--- config.mk ---
export PLATFORM = sky130hd
export DESIGN_NAME = pc_gen_unit_flat
export DESIGN_NICKNAME = d
export VERILOG_FILES = /design/src/rtl/pc_gen_unit_if.sv /design/src/rtl/pc_gen_unit.sv /design/src/flat_wrapper.sv
export SDC_FILE = /design/constraint.sdc
export NUM_CORES = 1
export LEC_CHECK = 0
export ABC_AREA = 1
export CAP_MARGIN = 30
export CORE_MARGIN = 2
export CORE_UTILIZATION = 39
export CTS_CLUSTER_SIZE = 14
export DETAILED_ROUTE_END_ITERATION = 16
export PLACE_DENSITY = 0.85
export SLEW_MARGIN = 5
export SYNTH_ARGS = -nofsm -noshare
export SYNTH_HDL_FRONTEND = slang
export SYNTH_SLANG_ARGS = --single-unit
export TNS_END_PERCENT = 100
--- constraint.sdc ---
create_clock -name clk -period 1.35 [get_ports clk]
set_input_delay 0.27 -clock clk [delete_from_list [all_inputs] [get_ports clk]]
set_output_delay 0.27 -clock clk [all_outputs]
set_load 0.01 [all_outputs]
--- src/rtl/pc_gen_unit_if.sv ---
// Fetch-address handshake plus redirect/stall/halt controls for pc_gen_unit.
// master = PC generator, slave = fetch side and later pipeline stages.
interface pc_gen_unit_if #(
  parameter int InstAddrBus = 32
);
  logic [InstAddrBus-1:0] gen_pc;
  logic                   gen_pc_vld;
  logic                   gen_pc_rdy;
  logic                   stall;
  logic                   br_vld;
  logic [InstAddrBus-1:0] br_target;
  logic                   exc_vld;
  logic [InstAddrBus-1:0] exc_target;
  logic                   halt_req;
  logic                   halted;
  logic                   align_err;

  modport master (
    output gen_pc, gen_pc_vld, halted, align_err,
    input  gen_pc_rdy, stall, br_vld, br_target, exc_vld, exc_target, halt_req
  );

  modport slave (
    input  gen_pc, gen_pc_vld, halted, align_err,
    output gen_pc_rdy, stall, br_vld, br_target, exc_vld, exc_target, halt_req
  );
endinterface

--- src/rtl/pc_gen_unit.sv ---
// Instruction-fetch program-counter generator: sequential stepping with a
// valid/ready handshake, prioritised exception/branch redirects, stall and halt.
module pc_gen_unit #(
  parameter int                     InstAddrBus = 32,
  parameter int                     InstBytes   = 4,
  parameter logic [InstAddrBus-1:0] ResetVector = {InstAddrBus{1'b0}}
) (
  input logic           clk,
  input logic           rst,
  pc_gen_unit_if.master bus
);

  localparam logic [InstAddrBus-1:0] Step    = InstAddrBus'(InstBytes);
  localparam logic [InstAddrBus-1:0] LowMask = InstAddrBus'(InstBytes - 1);

  typedef enum logic [1:0] {
    ST_BOOT = 2'd0,
    ST_RUN  = 2'd1,
    ST_HALT = 2'd2
  } state_e;

  state_e                 state_q, state_d;
  logic [InstAddrBus-1:0] pc_q, pc_d;
  logic                   halted_q, halted_d;
  logic                   align_err_q, align_err_d;

  logic                   redir_s;
  logic [InstAddrBus-1:0] target_s;
  logic                   vld_s;

  // Valid depends only on the registered state and the current stall.
  assign vld_s    = (state_q == ST_RUN) && !bus.stall;
  // Exception wins over branch; only the winning target is alignment-checked.
  assign redir_s  = bus.exc_vld || bus.br_vld;
  assign target_s = bus.exc_vld ? bus.exc_target : bus.br_target;

  // Next-state, next-PC and alignment-flag selection in priority order.
  always_comb begin
    state_d     = state_q;
    pc_d        = pc_q;
    align_err_d = 1'b0;
    if (redir_s) begin
      pc_d        = target_s & ~LowMask;
      align_err_d = |(target_s & LowMask);
      state_d     = ST_RUN;
    end else if ((state_q == ST_RUN) && bus.halt_req) begin
      state_d = ST_HALT;
    end else begin
      if (vld_s && bus.gen_pc_rdy) begin
        pc_d = pc_q + Step;
      end else begin
        pc_d = pc_q;
      end
      if (state_q == ST_BOOT) begin
        state_d = ST_RUN;
      end else begin
        state_d = state_q;
      end
    end
    halted_d = (state_d == ST_HALT);
  end

  // State and output registers with synchronous reset.
  always_ff @(posedge clk) begin
    if (rst) begin
      state_q     <= ST_BOOT;
      pc_q        <= ResetVector;
      halted_q    <= 1'b0;
      align_err_q <= 1'b0;
    end else begin
      state_q     <= state_d;
      pc_q        <= pc_d;
      halted_q    <= halted_d;
      align_err_q <= align_err_d;
    end
  end

  assign bus.gen_pc     = pc_q;
  assign bus.gen_pc_vld = vld_s;
  assign bus.halted     = halted_q;
  assign bus.align_err  = align_err_q;

endmodule
--- src/flat_wrapper.sv ---
// flat-port wrapper written by rule: the top's interface ports become plain ports
module pc_gen_unit_flat 
#(
  parameter int                     InstAddrBus = 32,
  parameter int                     InstBytes   = 4,
  parameter logic [InstAddrBus-1:0] ResetVector = {InstAddrBus{1'b0}}
)
  (clk, rst, bus_gen_pc, bus_gen_pc_vld, bus_halted, bus_align_err, bus_gen_pc_rdy, bus_stall, bus_br_vld, bus_br_target, bus_exc_vld, bus_exc_target, bus_halt_req);
  pc_gen_unit_if #(.InstAddrBus(InstAddrBus)) bus_i ();
  input logic clk;
  input logic rst;
  output wire logic [$bits(bus_i.gen_pc)-1:0] bus_gen_pc;
  output wire logic [$bits(bus_i.gen_pc_vld)-1:0] bus_gen_pc_vld;
  output wire logic [$bits(bus_i.halted)-1:0] bus_halted;
  output wire logic [$bits(bus_i.align_err)-1:0] bus_align_err;
  input wire logic [$bits(bus_i.gen_pc_rdy)-1:0] bus_gen_pc_rdy;
  input wire logic [$bits(bus_i.stall)-1:0] bus_stall;
  input wire logic [$bits(bus_i.br_vld)-1:0] bus_br_vld;
  input wire logic [$bits(bus_i.br_target)-1:0] bus_br_target;
  input wire logic [$bits(bus_i.exc_vld)-1:0] bus_exc_vld;
  input wire logic [$bits(bus_i.exc_target)-1:0] bus_exc_target;
  input wire logic [$bits(bus_i.halt_req)-1:0] bus_halt_req;
  assign bus_gen_pc = bus_i.gen_pc;
  assign bus_gen_pc_vld = bus_i.gen_pc_vld;
  assign bus_halted = bus_i.halted;
  assign bus_align_err = bus_i.align_err;
  assign bus_i.gen_pc_rdy = bus_gen_pc_rdy;
  assign bus_i.stall = bus_stall;
  assign bus_i.br_vld = bus_br_vld;
  assign bus_i.br_target = bus_br_target;
  assign bus_i.exc_vld = bus_exc_vld;
  assign bus_i.exc_target = bus_exc_target;
  assign bus_i.halt_req = bus_halt_req;
  pc_gen_unit #(.InstAddrBus(InstAddrBus), .InstBytes(InstBytes), .ResetVector(ResetVector)) u_core (.clk(clk), .rst(rst), .bus(bus_i));
endmodule
==> reports/metrics.yaml <==
cts:
  cts_hold_buf: 0
  cts_buffer_depth: 2
  clk_pin_slew_worst_paths_ns: 0.07
  cts-root-buf: "clkbuf_8"
  htree_levels: 2
  clock_latency_ns: 0.30
  cts_tree: "built"
  cts_buffers: 5
  cts.sinks: 34
floorplan:
  io_pins: 106
  chipHeight_um: 85
  die_w_um: 85
  rows: 29
  core-area_sq_mm: 0.00635
  start_util: 0.403
  die_area_sq_mm: 0.00723
detailed_routing:
  postRouteAntennaNets: 0
  routedWlPerCell_um: 15.5
  vias_per_cell: 5.42
  firstDrtPassIters: 5
  routed_wl_um: 9400
  drt_iter0_drc: 281
  vias: 3296
  post-route-drc-count: 0
logic_synthesis:
  ys_top_cells_by_area: "dfxtp_1, nand2_1, nor2_1, a22o_1, a21oi_1"
  yosysWarnings: 0
  yosysUniqueCellTypes: 36
  synthCells: 402
  synth_top_area_share: 0.266
  ys_ff_latch: 34
  syn-cell-area_sq_mm: 0.00256
  ys_seq_area_frac: 0.266
  syn_avg_cell_area_sq_um: 6.36
  synth_top_cell_by_area: "dfxtp_1"
worst_setup_path:
  cp_max_fo: 6
  rr_endpoint: "u_core.bus.gen_pc[18]$_SDFFE_PP0P_"
  reg2reg_from: "u_core.bus.gen_pc[11]$_SDFFE_PP0P_"
  crit_type: "reg2reg"
  path_buf_inv: 1
  worstPathCellList: "nand2_1 > nor2_1 > nand2_1 > nor2_4 > buf_4 > nand2_1 > nand2_1 > a21oi_1"
  r2r_cells: 8
  critPathLaunchType: "flop"
  cpMostUsedCell: "nand2_1"
  cp.arrival_ns: 1.63
  crit_slowest_cell: "dfxtp_2"
  critPathMaxStageDelay_ns: 0.37
  cp_top_family: "simple AND/OR/NAND/NOR gates"
  end_kind: "flop"
  ff2ff_setup_slack_ns: -0.09
  critical_path_required_ns: 1.54
sta:
  grt_setup_unrepaired: "yes"
  max_freq_mhz: 696
  report.final.hold_viol_count: 0
  finalSetupViolCount: 18
  timing.final.ws_setup_ns: -0.0871
  drv_slew: 0
  finClkSkew_ns: 0.00785
  post-route-min-period_ns: 1.44
  post-route-period-util: 1.06
placed_design:
  dp_hpwl_um: 6160
  gp_congestion: 0.951
  placed_area_sq_mm: 0.00381
  io_buffers: 103
flow_run:
  cap_violations: 0
grt:
  grt.overflow.total: 0
  grt_pass1_vias: 3171
  grt_usage: 0.236
  grt_max_degree: 31
  grt_pass1_wl_um: 13900
  antenna_found_initial: 0
power:
  leakage_nw: 1.74
  ir_drop_v: 0.000408
  finalPower_mw: 2.86
  cellPowerDensity_mw_per_mm2: 687
status:
  outcome: "finished, violations left"
  violations: "negative setup slack"
cells_and_area:
  antenna_cells: 0
  drive_gt1_frac: 0.234
  final_cell_area_sq_mm: 0.00416
  layout_commonest_cell: "nand2_1"
  mostFrequentLayoutCells: "nand2_1, clkdlybuf4s50_1, nor2_1"
  post-route-util: 0.655
  nets: 603
  syn_to_final_growth_pct: 62.6
worst_hold_path:
  holdCritStartpoint: "u_core.state_q[0]$_SDFF_PP0_"
  min_path_cells: 2
  whs_endpoint: "u_core.state_q[1]$_SDFF_PP0_"
  hold_path.class: "reg2reg"
==> kinds of logic after synthesis <==
kind of cell	count (synthesis)	synth area share
compound gates	102	0.256
buf+inv	49	0.0939
flops	34	0.266
simple gates	212	0.367
fa+ha+maj	1	0.00489
xor+xnor	3	0.0103
other cells	1	0.00147
==> repair_timing <==
| item | CTS | global route |
|---|---|---|
| pin swaps | 17 | 16 |
| setup buffers | 2 | 4 |
| gates resized for setup | 85 | 34 |
| endpoints found under the setup margin | 63 | 30 |
| gates cloned | 0 | 3 |
==> worst max-delay path by stage <==
stage                                        from                            endpoint  cells after the start
3_5_place_dp                          bus_exc_vld  u_core.bus.gen_pc[24]$_SDFFE_PP0P_                      6
6_report       u_core.bus.gen_pc[11]$_SDFFE_PP0P_  u_core.bus.gen_pc[18]$_SDFFE_PP0P_                      8
3_3_place_gp                          bus_exc_vld  u_core.bus.gen_pc[14]$_SDFFE_PP0P_                      6
4_1_cts         u_core.bus.gen_pc[3]$_SDFFE_PP0P_  u_core.bus.gen_pc[12]$_SDFFE_PP0P_                      8
5_1_grt        u_core.bus.gen_pc[10]$_SDFFE_PP0P_  u_core.bus.gen_pc[26]$_SDFFE_PP0P_                      8
2_1_floorplan   u_core.bus.gen_pc[2]$_SDFFE_PP0P_  u_core.bus.gen_pc[18]$_SDFFE_PP0P_                      9
==> area by class of cell <==
type / instances / area [sq um]
Tap cell: 77 / 96.3
Clock buffer: 7 / 76.3
Timing Repair Buffer: 140 / 1380
Sequential cell: 34 / 726
Fill cell: 526 / 2190
Multi-Input combinational cell: 320 / 1770
Inverter: 30 / 120
==> worst reg2reg max path: cells and delay by family (launching register included) <==
kind,cells,cell delay (ns)
and+or+nand+nor,6,0.78
AOI/OAI and AO/OA,1,0.05
DFF,1,0.37
buffers and inverters,1,0.15
==> stage by stage <==
step / hold WS, ns / setup TNS, ns / setup slack [ns] / instances
2_1_floorplan: 0.339 / 0 / 0.0138 / 403
3_3_place_gp: 0.471 / -12.00 / -0.394 / 592
3_5_place_dp: 0.478 / -13.31 / -0.454 / 592
4_1_cts: 0.488 / -0.210 / -0.0514 / 601
5_1_grt: 0.584 / -3.00 / -0.233 / 608
6_report: 0.552 / -0.655 / -0.0871 / 608
==> report_power, final <==
part / switching [mW] / leakage [nW] / internal [mW]
clock network: 0.370 / 0.0383 / 0.355
registers: 0.114 / 0.291 / 1.09
logic: 0.409 / 1.41 / 0.515
total: 0.893 / 1.74 / 1.96
==> metal layers <==
metal / global-route usage / part of all wire / vias to the layer above
met4: 0.114 / 0.034 / 0
met1: 0.275 / 0.39 / 1501
li1: - / - / 1603
met3: 0.0603 / 0.083 / 34
met5: 0 / 0 / -
met2: 0.403 / 0.49 / 158
==> registers in the layout (all words and copies together) (netlist names) <==
| name | cells |
|---|---|
| u_core.bus.gen_pc | 30 |
| u_core.bus.align_err | 1 |
| u_core.bus.halted | 1 |
| u_core.state_q | 2 |
==> synthesized netlist by cell type, drive strengths merged <==
cell type and instances:
clkbuf 7, buf 12, nand2 89, xor2 1, nor4 1, o21bai 1
o22ai 1, o211ai 2, a21oi 35, dfxtp 34, a22o 26, xnor2 2
nor3 2, or2 6, nor2 80, a211oi 1, conb 1, ha 1
inv 30, o21ai 33, a22oi 3, and2 2, nand3 32
No activity file was read; power rests on OpenSTA's default activity.
